`src/rtl/vscale_arb_pkg.sv`:
```
// Shared definitions for the data-memory scheduler: HASTI encodings,
// core index width helper and the held-response entry.
package vscale_arb_pkg;

  localparam logic [1:0] HTRANS_IDLE   = 2'b00;
  localparam logic [1:0] HTRANS_NONSEQ = 2'b10;
  localparam logic       HRESP_OKAY    = 1'b0;

  function automatic int core_idx_w(input int n);
    return (n > 1) ? $clog2(n) : 1;
  endfunction

  typedef struct packed {
    logic        held;
    logic [31:0] data;
    logic        resp;
  } held_ent_t;

endpackage

```
`src/rtl/vscale_rr_pick.sv`:
```
// Rotate-priority picker: first requester after ptr_i, wrapping
// modulo N, wins.
module vscale_rr_pick #(
  parameter int N  = 2,
  parameter int IW = 1
) (
  input  logic [N-1:0]  req_i,
  input  logic [IW-1:0] ptr_i,
  output logic          grant_valid_o,
  output logic [IW-1:0] grant_id_o
);

  int            s;
  logic [IW-1:0] idx;

  // Walk from the farthest slot back to the nearest so the nearest wins.
  always_comb begin
    grant_valid_o = 1'b0;
    grant_id_o    = '0;
    s             = 0;
    idx           = '0;
    for (int k = N; k >= 1; k--) begin
      s = int'(ptr_i) + k;
      if (s >= N) s = s - N;
      idx = IW'(s);
      if (req_i[idx]) begin
        grant_valid_o = 1'b1;
        grant_id_o    = idx;
      end
    end
  end

endmodule

```
`src/rtl/vscale_rr_dmem_sched.sv`:
```
// Shares one SRAM HASTI port among NUM_CORES masters.
// VSCALE_ARB_EXT_SCHED_EN selects an external next_core schedule.
module vscale_rr_dmem_sched
  import vscale_arb_pkg::*;
#(
  parameter  int NUM_CORES = 2,
  localparam int IW        = core_idx_w(NUM_CORES)
) (
  input  logic                       clk,
  input  logic                       reset,
  input  logic [NUM_CORES-1:0][31:0] core_haddr,
  input  logic [NUM_CORES-1:0]       core_hwrite,
  input  logic [NUM_CORES-1:0][2:0]  core_hsize,
  input  logic [NUM_CORES-1:0][1:0]  core_htrans,
  input  logic [NUM_CORES-1:0][31:0] core_hwdata,
  output logic [NUM_CORES-1:0][31:0] core_hrdata,
  output logic [NUM_CORES-1:0]       core_hready,
  output logic [NUM_CORES-1:0]       core_hresp,
  output logic [31:0]                mem_haddr,
  output logic                       mem_hwrite,
  output logic [2:0]                 mem_hsize,
  output logic [1:0]                 mem_htrans,
  output logic [31:0]                mem_hwdata,
  input  logic [31:0]                mem_hrdata,
  input  logic                       mem_hready,
  input  logic                       mem_hresp,
`ifdef VSCALE_ARB_EXT_SCHED_EN
  input  logic [IW-1:0]              next_core,
`endif
  output logic                       grant_valid,
  output logic [IW-1:0]              grant_id
);

  logic [NUM_CORES-1:0] req;
  logic [NUM_CORES-1:0] gnt_oh;
  logic [NUM_CORES-1:0] own_oh;
  logic                 pick_v;
  logic [IW-1:0]        pick_id;
  logic                 gnt_v;

  logic                 dp_valid_q, dp_valid_d;
  logic [IW-1:0]        dp_owner_q, dp_owner_d;
  held_ent_t [NUM_CORES-1:0] held_q, held_d;

  always_comb begin
    req = '0;
    for (int i = 0; i < NUM_CORES; i++)
      req[i] = (core_htrans[i] == HTRANS_NONSEQ);
  end

`ifdef VSCALE_ARB_EXT_SCHED_EN
  assign pick_v  = req[next_core];
  assign pick_id = next_core;
`else
  logic [IW-1:0] last_q, last_d;

  vscale_rr_pick #(
    .N  (NUM_CORES),
    .IW (IW)
  ) u_pick (
    .req_i         (req),
    .ptr_i         (last_q),
    .grant_valid_o (pick_v),
    .grant_id_o    (pick_id)
  );

  always_comb begin
    last_d = last_q;
    if (gnt_v) last_d = pick_id;
  end

  // Reset pointer to the last core so core 0 wins the first round.
  always_ff @(posedge clk) begin
    if (reset) last_q <= IW'(NUM_CORES - 1);
    else       last_q <= last_d;
  end
`endif

  assign gnt_v       = pick_v & mem_hready & ~reset;
  assign grant_valid = gnt_v;
  assign grant_id    = gnt_v ? pick_id : '0;

  always_comb begin
    gnt_oh = '0;
    own_oh = '0;
    for (int i = 0; i < NUM_CORES; i++) begin
      gnt_oh[i] = gnt_v && (pick_id == IW'(i));
      own_oh[i] = dp_valid_q && (dp_owner_q == IW'(i));
    end
  end

  always_comb begin
    dp_valid_d = dp_valid_q;
    dp_owner_d = dp_owner_q;
    held_d     = held_q;
    if (mem_hready) begin
      dp_valid_d = gnt_v;
      if (gnt_v) dp_owner_d = pick_id;
    end
    if (gnt_v) held_d[pick_id].held = 1'b0;
    // Owner already stalled on a fresh request: park its response.
    if (dp_valid_q && mem_hready && req[dp_owner_q]
        && !gnt_oh[dp_owner_q]) begin
      held_d[dp_owner_q].held = 1'b1;
      held_d[dp_owner_q].data = mem_hrdata;
      held_d[dp_owner_q].resp = mem_hresp;
    end
  end

  always_ff @(posedge clk) begin
    if (reset) begin
      dp_valid_q <= 1'b0;
      dp_owner_q <= '0;
      held_q     <= '0;
    end else begin
      dp_valid_q <= dp_valid_d;
      dp_owner_q <= dp_owner_d;
      held_q     <= held_d;
    end
  end

  always_comb begin
    mem_htrans = HTRANS_IDLE;
    mem_haddr  = '0;
    mem_hwrite = 1'b0;
    mem_hsize  = '0;
    if (gnt_v) begin
      mem_htrans = core_htrans[pick_id];
      mem_haddr  = core_haddr[pick_id];
      mem_hwrite = core_hwrite[pick_id];
      mem_hsize  = core_hsize[pick_id];
    end
    mem_hwdata = dp_valid_q ? core_hwdata[dp_owner_q] : '0;
  end

  always_comb begin
    core_hready = '1;
    core_hrdata = '0;
    core_hresp  = '0;
    for (int i = 0; i < NUM_CORES; i++) begin
      if (reset) begin
        core_hready[i] = 1'b1;
        core_hrdata[i] = '0;
        core_hresp[i]  = HRESP_OKAY;
      end else if (held_q[i].held) begin
        core_hready[i] = gnt_oh[i];
        core_hrdata[i] = held_q[i].data;
        core_hresp[i]  = held_q[i].resp;
      end else begin
        if (own_oh[i])
          core_hready[i] = mem_hready & (~req[i] | gnt_oh[i]);
        else
          core_hready[i] = ~req[i] | gnt_oh[i];
        core_hrdata[i] = mem_hrdata;
        core_hresp[i]  = mem_hresp;
      end
    end
  end

endmodule
```
`config.mk`:
```
export PLATFORM = sky130hd
export DESIGN_NAME = vscale_rr_dmem_sched
export DESIGN_NICKNAME = d
export VERILOG_FILES = /design/src/rtl/vscale_arb_pkg.sv /design/src/rtl/vscale_rr_pick.sv /design/src/rtl/vscale_rr_dmem_sched.sv
export SDC_FILE = /design/constraint.sdc
export NUM_CORES = 1
export LEC_CHECK = 0
export ABC_AREA = 1
export CORE_AREA = 2 2 121 123
export CTS_CLUSTER_DIAMETER = 120
export CTS_CLUSTER_SIZE = 16
export DETAILED_ROUTE_END_ITERATION = 10
export DIE_AREA = 0 0 123 125
export PLACE_DENSITY_LB_ADDON = 0.08
export REMOVE_ABC_BUFFERS = 1
export SLEW_MARGIN = 5
export SYNTH_ARGS = -nofsm -noshare
export SYNTH_HDL_FRONTEND = slang
export SYNTH_HIERARCHICAL = 1
export SYNTH_SLANG_ARGS = --single-unit
```
`constraint.sdc`:
```
create_clock -name clk -period 2.45 [get_ports clk]
set_input_delay 0.49 -clock clk [delete_from_list [all_inputs] [get_ports clk]]
set_output_delay 0.49 -clock clk [all_outputs]
set_load 0.1 [all_outputs]
```
==> metrics list, run 1 <==
- Status: complete, no violations
- Maximum vdd drop: 0.000373 V
- CTS placed an instance of sky130_fd_sc_hd__clkbuf_16 at the clock tree root.
- Excluding fillers, the count of instances in the completed layout stands at 1,301.
- Most used standard cell by instance count after synthesis: sky130_fd_sc_hd__nor2_1
* Largest net degree at the start of global routing: 58
- Walking the worst path, the cells encountered are buf_2 > inv_2 > nor2_4 > or2_1 > nand2_2 > nor2_4 > nand2_4 > inv_6 > buf_12 > buf_16 > a22oi_2 > inv_1 > buf_12.
* Area taken by flip-flops and latches: between 0.001 and 0.0015 mm²
- Once placement completed, the tool counted placed cells totaling between 1,000 and 1,500.
* Final-stage net count: approximately 1,300
- Static leakage: between 0.004 and 0.005 µW
- Area added between synthesis and finish: 123%
* Sequential share of the synthesized area: a little under a third
* Post-Syn Area: around 0.0047 mm²
- The number of antenna violations at the first check in global routing came to 0.
* Full die area: approximately 0.015 mm²
* DRT Pass-1 Iters: 5
* Final wirelength: about 23,000 µm
- Synthesis instantiated 22 different standard cells from the library.
- Number of top-level design ports: 316
* CP delay by family, top: buffers and inverters
* Starting density of the core: 33.0%
- The floorplan has 44 rows.
* Number of buffers created by CTS: 9
- The worst setup path is captured at a primary output.
- Summing all multi-input logic gate instances after layout gives around 0.0028 mm².
* Synth area leaders: sky130_fd_sc_hd__dfxtp_1, sky130_fd_sc_hd__nand3_1, sky130_fd_sc_hd__nor2_1, sky130_fd_sc_hd__nand2_1, sky130_fd_sc_hd__a21oi_1
- Final setup slack of the worst path: approximately 0.021 ns
- The final critical path takes up a little under 100% of the cycle.
- The post-route netlist has 25.2% of its cells at a drive strength greater than 1.
* Arrival time at the worst endpoint: between 1.5 and 2 ns
- Slew of the pin with the lowest slew margin: 0.425 ns
- Once detail routing completed, the nets flagged for antenna violations numbered 0.
- After detailed routing, the number of remaining DRC violations is 0.
- Setup repair after global routing could not meet its margin everywhere.
- The number of global-route vias before repair is 6,209.
- With fillers left out, the area of the finished cells amounts to 0.0104 mm².
- After synthesis, the most frequently instantiated cells are sky130_fd_sc_hd__nor2_1, sky130_fd_sc_hd__nand3_1, sky130_fd_sc_hd__nand2_1.
- The core region is ~0.014 mm².
- Global routing finished with a remaining overflow of 0.
- Setup violations remaining at the end of the flow were counted as 0.
- Counting every sink on the clock net gives 71.
- Dividing total power by cell area gives a power density of ~450 mW/mm².
- The synthesized design devotes to its leading area cell type a little under a third of total area.
* Total global-route track usage: approximately 29%
* Routed length per instance: ~18 µm
- Number of max-capacitance violations reported: 0
* Total half-perimeter wirelength after legalization and detailed placement: 16,400 µm
* Fill count: between 1,000 and 1,500
- Ys flop type: sky130_fd_sc_hd__dfxtp_1
- Worst slack after detailed placement: -0.551 ns
- The worst setup path is launched from a primary input.
- Critical path required time: just under 2 ns
* Largest driver fanout on the critical path: 6
- Cell with the largest stage delay on the worst path: sky130_fd_sc_hd__or2_1
- TritonCTS built the clock tree.
* Total Power: between 4000 and 5000 µW
* DR vias: between 6,000 and 7,000
- Syn avg cell area: 5.93 µm²
- Final cell utilization of the core: about 73%
- Maximum clock skew at final layout: approximately 0.0033 ns
- Wire length of the first global-routing pass: 34,700 µm
- Type of the tightest min-delay check: reg2reg
- The final number of max-transition violations came to 0.
- CTS built an H-tree with a depth of 3.
- The number of hold violations in the final report is 0.
- Number of standard cells after synthesis: 790
- Total buffers and inverters traversed by the critical path: 7
- Die extent in x: around 120 µm
- Main combinational cell family by area after synthesis: simple AND/OR/NAND/NOR gates
* Via-per-instance ratio: 5.05
* Max Clock Freq: just over 400 MHz
- In this run, the number of DRC markers left after iteration 0 of detailed routing was ~470.
- Summing the areas of all fa, ha and maj instances in the mapped netlist gives 0% of the synthesized area.
- In this run the tightest slew margin relative to its limit is a little under three quarters.
* Compound-Gate Fraction of Synth Area: 21.5%
* Post-synthesis sequential element count: 71
- Synthesis warning total: 6
* Clock transition time at the flip-flop clock pins of the worst setup and hold paths: 0.06 ns
* Slowest cell delay on critical path: between 0.2 and 0.25 ns
* Die outline height: approximately 130 µm
- Share of synthesized cell area in and, or, nand and nor gates: a little over a third
- Once placement finished, the instance area stood at just under 0.01 mm².
* Clock latency at the later pin of the worst-skew pair: between 0.3 and 0.4 ns
- During placement, the flow inserted port buffers numbering around 320.
- The clock period could shrink to roughly 2.4 ns.
- The largest total area in the synthesized netlist belongs to sky130_fd_sc_hd__dfxtp_1.
* RD Place Congestion: 0.872
* Final antenna diode count: 0
* Asr flop ratio synth: 0%
- The synthesized netlist devotes 0% of its cell area to XOR and XNOR gates.
* Critical setup path kind: in2out
* Largest buffer count on any clock path: 2
* Post-synth EDFFs: 0
* Portion of netlist area occupied by mux cells: 0%
[kinds of logic (layout without fill, tap and decap cells)]
| kind of cell | count (synthesis) | in the layout |
|---|---|---|
| DFF | 71 | 71 |
| buffers and inverters | 154 | 481 |
| AOI/OAI and AO/OA | 181 | 181 |
| and+or+nand+nor | 384 | 384 |
[layout by cell type, fill, tap and decap left out]
cell type,count
sky130_fd_sc_hd__clkbuf_16,10
sky130_fd_sc_hd__a21oi_4,1
sky130_fd_sc_hd__nor2_2,1
sky130_fd_sc_hd__inv_1,66
sky130_fd_sc_hd__o21ai_0,68
sky130_fd_sc_hd__a22oi_2,22
sky130_fd_sc_hd__buf_4,44
sky130_fd_sc_hd__nand2_1,105
sky130_fd_sc_hd__inv_4,3
sky130_fd_sc_hd__bufinv_16,3
sky130_fd_sc_hd__nor3_1,1
sky130_fd_sc_hd__buf_16,3
sky130_fd_sc_hd__dfxtp_2,1
sky130_fd_sc_hd__o21ai_2,1
sky130_fd_sc_hd__nand2_2,3
sky130_fd_sc_hd__a22oi_1,16
sky130_fd_sc_hd__buf_6,2
sky130_fd_sc_hd__buf_2,2
sky130_fd_sc_hd__a21oi_2,4
sky130_fd_sc_hd__clkbuf_8,1
sky130_fd_sc_hd__or2_1,1
sky130_fd_sc_hd__buf_12,153
sky130_fd_sc_hd__nor2_1,137
sky130_fd_sc_hd__dlygate4sd2_1,2
sky130_fd_sc_hd__nand2_4,1
sky130_fd_sc_hd__clkdlybuf4s50_1,169
sky130_fd_sc_hd__dfxtp_1,70
sky130_fd_sc_hd__clkinv_2,3
sky130_fd_sc_hd__inv_6,1
sky130_fd_sc_hd__nor3_4,1
sky130_fd_sc_hd__clkinvlp_4,1
sky130_fd_sc_hd__a21oi_1,67
sky130_fd_sc_hd__nand3_1,131
sky130_fd_sc_hd__o31ai_1,1
sky130_fd_sc_hd__buf_8,3
sky130_fd_sc_hd__nor2_4,3
sky130_fd_sc_hd__inv_2,15
sky130_fd_sc_hd__o21bai_1,1
[state kept, by name, summed over array words and instances (netlist names)]
name        cells
last_q          1
dp_valid_q      1
dp_owner_q      1
held_q         68
[through the flow]
stage	hold slack, ns	setup TNS [ns]
after detailed placement	0.454	-19.21
after floorplan	0.435	-236.98
after CTS	0.470	0
after global placement	0.442	-15.09
after global routing	0.489	-0.320
final	0.464	0
[worst paths after layout]
kind	start	endpoint	cells past startpoint	slack (ns)
hold reg to reg	held_q[36]	held_q[36]	2	0.46
setup reg to reg	dp_valid_q	held_q[47]	7	0.49
setup / recovery	core_htrans[3]	mem_haddr[12]	13	0.02
hold / removal	held_q[36]	held_q[36]	2	0.46
[power breakdown]
group          internal [µW]  switching (µW)
clock network           1020             505
logic                    793            1200
registers               1170            11.1
total                   2980            1710
[tightest hold or removal path: stages, from the launching register on]
cell	delay (ns)
sky130_fd_sc_hd__dfxtp_1	0.32
sky130_fd_sc_hd__nor2_1	0.04
sky130_fd_sc_hd__nor2_1	0.07
[routing by layer]
| metal | part of all wire [%] | routed length, µm | up-vias | global-route usage [%] |
|---|---|---|---|---|
| met5 | 0 | 0 | - | 0 |
| met4 | 2.4 | 558 | 0 | 9.22 |
| met3 | 9.2 | 2110 | 34 | 7.94 |
| met2 | 50 | 11300 | 279 | 48.6 |
| met1 | 39 | 8830 | 3029 | 35.4 |
| li1 | - | - | 3233 | - |
[area by class of cell]
cell class | count | area share (%)
clock buffers | 10 | 2.29
clock inverters | 6 | 1.03
inverters | 86 | 3.23
multi-input cells | 565 | 26.9
flip-flops and latches | 71 | 13.6
well taps | 184 | 2.21
repair buffers | 379 | 50.7
[what timing repair did]
item / 4_1_cts / 5_1_grt
pin swaps: 12 / 7
endpoints found under the setup margin: 70 / 31
gates resized for setup: 72 / 9
hold buffers: 0 / 0
buffers inserted: 13 / 0
cloned: 3 / 1
(Power assumes the default switching activity.)
==> run 2, diff against run 1 <==
- MAX_ROUTING_LAYER: not set -> met4
==> run 2 against run 1 <==
Clock power about the same. Sequential share of layout area about the same. Global-route usage increased by 0.89 points. Power about the same. Non-clock buffer count unchanged. Critical path depth unchanged. Cell area about the same. Wire length increased by 0.34%. Highest routed layer unchanged.
==> metrics list, run 2 (synthesis gave the netlist of run 1 again) <==
* Post-route insts no fill: 1,301
- Final antenna-violating net count: 0
- The clock period could shrink to around 2.4 ns.
- Clock transition time at the flip-flop clock pins of the worst setup and hold paths: ~0.06 ns
- Measured against its own limit, the worst slew margin works out to between 70% and 80%.
* Hold Fails Final Rpt: 0
- Counting flops per register, the top entry is held_q.
- Clock latency at the later pin of the worst-skew pair: around 0.33 ns
- Setup violations remaining at the end of the flow were counted as 0.
* Largest net degree at the start of global routing: slightly below 60
- CTS placed an instance of sky130_fd_sc_hd__clkbuf_16 at the clock tree root.
- Static leakage: 0.00463 µW
* Via-per-instance ratio: around 5.0
- Most frequent cells in the layout: sky130_fd_sc_hd__clkdlybuf4s50_1, sky130_fd_sc_hd__buf_12, sky130_fd_sc_hd__nor2_1
* Final antenna diode count: 0
- The first global-routing pass estimated 34,600 µm of wire.
- Global routing used ~30% of the available tracks across all layers.
* Max Clock Freq: a little over 400 MHz
* Slew of the pin with the lowest slew margin: ~0.42 ns
- The number of antenna violations at the first check in global routing came to 0.
- The tool flagged a number of max-cap violations equal to 0.
- Drt drc: 0
- Final wirelength: between 20,000 and 25,000 µm
* Clock sink count: between 70 and 80
- For this design the ratio of total power to cell area is 450 mW/mm².
- Dividing the detail-routed wire length by the instance count gives roughly 18 µm.
* Arrival time at the worst endpoint: about 1.9 ns
- Summed over all layers, the global routing overflow is 0.
* Final-stage net count: 1,288
- After legalization and detailed placement, the total HPWL measured roughly 16,000 µm.
- Crit path launch type: primary input
* Maximum clock skew at final layout: between 0.004 and 0.005 ns
- DR vias: about 6,500
- The H-tree generated during clock tree synthesis spans 3 levels.
- The final number of max-transition violations was 0.
- Worst hold-check slack: ~0.46 ns
- For this block, the initial DRC count from the detailed router was 466.
- Die outline height: approximately 130 µm
- Relative to the synthesized area, the layout overhead comes to 123%.
* Largest driver fanout on the critical path: 6
- The register with the most flip-flops in the layout has 68 of them.
* Number of top-level design ports: 316
- Status: complete, no violations
- The signal on the critical path passes through buf_2 > inv_2 > nor2_4 > or2_1 > nand2_2 > nor2_4 > nand2_4 > inv_6 > buf_12 > buf_16 > a22oi_2 > inv_2 > buf_12.
* Number of buffers created by CTS: 9
- Largest buffer count on any clock path: 2
- Full die area: ~0.015 mm²
- Maximum vdd drop: roughly 0.00037 V
- CTS Hold Bufs: 0
- Leading cell type in the layout, fill and taps excluded: sky130_fd_sc_hd__clkdlybuf4s50_1
- For the worst setup path, the data required time is about 2.0 ns.
- Including well taps, the total number of placed cells is about 1,300.
- Setup repair after global routing could not meet its margin everywhere.
* TritonCTS clock tree: yes
* Core footprint: 0.0142 mm²
- Number of I/O port buffers: approximately 320
- The number of global-route vias before repair is roughly 6,200.
* Type of the tightest min-delay check: reg2reg
- The setup check on the worst reg-to-reg path leaves a slack of 0.49 ns.
- The slowest stage of the critical path belongs to the cell sky130_fd_sc_hd__or2_1.
- By startpoint and endpoint, the worst setup path is classified as in2out.
* Number of standard-cell rows in the floorplan: 44
* Share of post-route cells with drive strength above 1: roughly 25%
* Part of the cycle the worst path needs: a little over nine tenths
* Nature of the critical path endpoint: primary output
- DRT Pass-1 Iters: 5
* RD Place Congestion: approximately 0.9
- The largest single stage delay on the critical path is ~0.24 ns.
- The initial utilization of the core area, before any placement, comes to 33.0%.
* Die extent in x: between 100 and 150 µm
[run 2: layout make-up]
class                           instances  area (µm²)
Timing Repair Buffer                  379        5280
Tap cell                              184         230
Sequential cell                        71        1420
Clock inverter                          6         108
Fill cell                            1086        3780
Inverter                               86         337
Clock buffer                           10         239
Multi-Input combinational cell        565        2810
[run 2: power by group]
| group | switching [µW] | internal [µW] | total (µW) |
|---|---|---|---|
| combinational | 1200 | 793 | 1990 |
| sequential | 11.0 | 1170 | 1180 |
| clock | 508 | 1020 | 1530 |
| total | 1720 | 2980 | 4690 |
[run 2: worst max-delay path: cells and delay by family]
family,cells,cell delay [ns]
buffers and inverters,7,0.75
AND/OR/NAND/NOR,5,0.53
AO/OA/AOI/OAI,1,0.17
[run 2: final timing paths]
| kind | end | cells after the start | from |
|---|---|---|---|
| hold reg to reg | held_q[55] | 2 | held_q[55] |
| hold / removal | held_q[55] | 2 | held_q[55] |
| setup reg to reg | held_q[50] | 8 | dp_valid_q |
| setup / recovery | mem_htrans[1] | 13 | core_htrans[3] |
[run 2: per-layer routing]
metal	vias to the layer above	track usage, %	share of wire (%)
met5	-	-	0
met4	0	9.09	2.5
met3	35	8.03	9.0
met2	252	48.6	49
met1	3022	35.5	39
li1	3229	-	-
[run 2: stage by stage]
stage | power, µW | TNS (ns) | instance area (µm²) | util [%] | setup WS [ns]
floorplan | 2210 | -236.98 | 4390 | - | -2.79
global placement | 3140 | -15.09 | 9710 | 68.4 | -0.479
detailed placement | 3140 | -19.21 | 9710 | 68.4 | -0.551
CTS | 4700 | 0 | 10400 | 73.1 | 0.00392
global route | 4840 | -0.558 | 10400 | 73.4 | -0.0632
finish | 4690 | 0 | 10400 | 73.4 | 0.0246
[run 2: timing repair]
| action | 4_1_cts | 5_1_grt |
|---|---|---|
| buffers inserted | 13 | 0 |
| endpoints found under the setup margin | 70 | 31 |
| gates resized for setup | 72 | 9 |
| hold endpoints to repair | 0 | 0 |
| gates cloned | 3 | 1 |
| pin swaps | 12 | 7 |
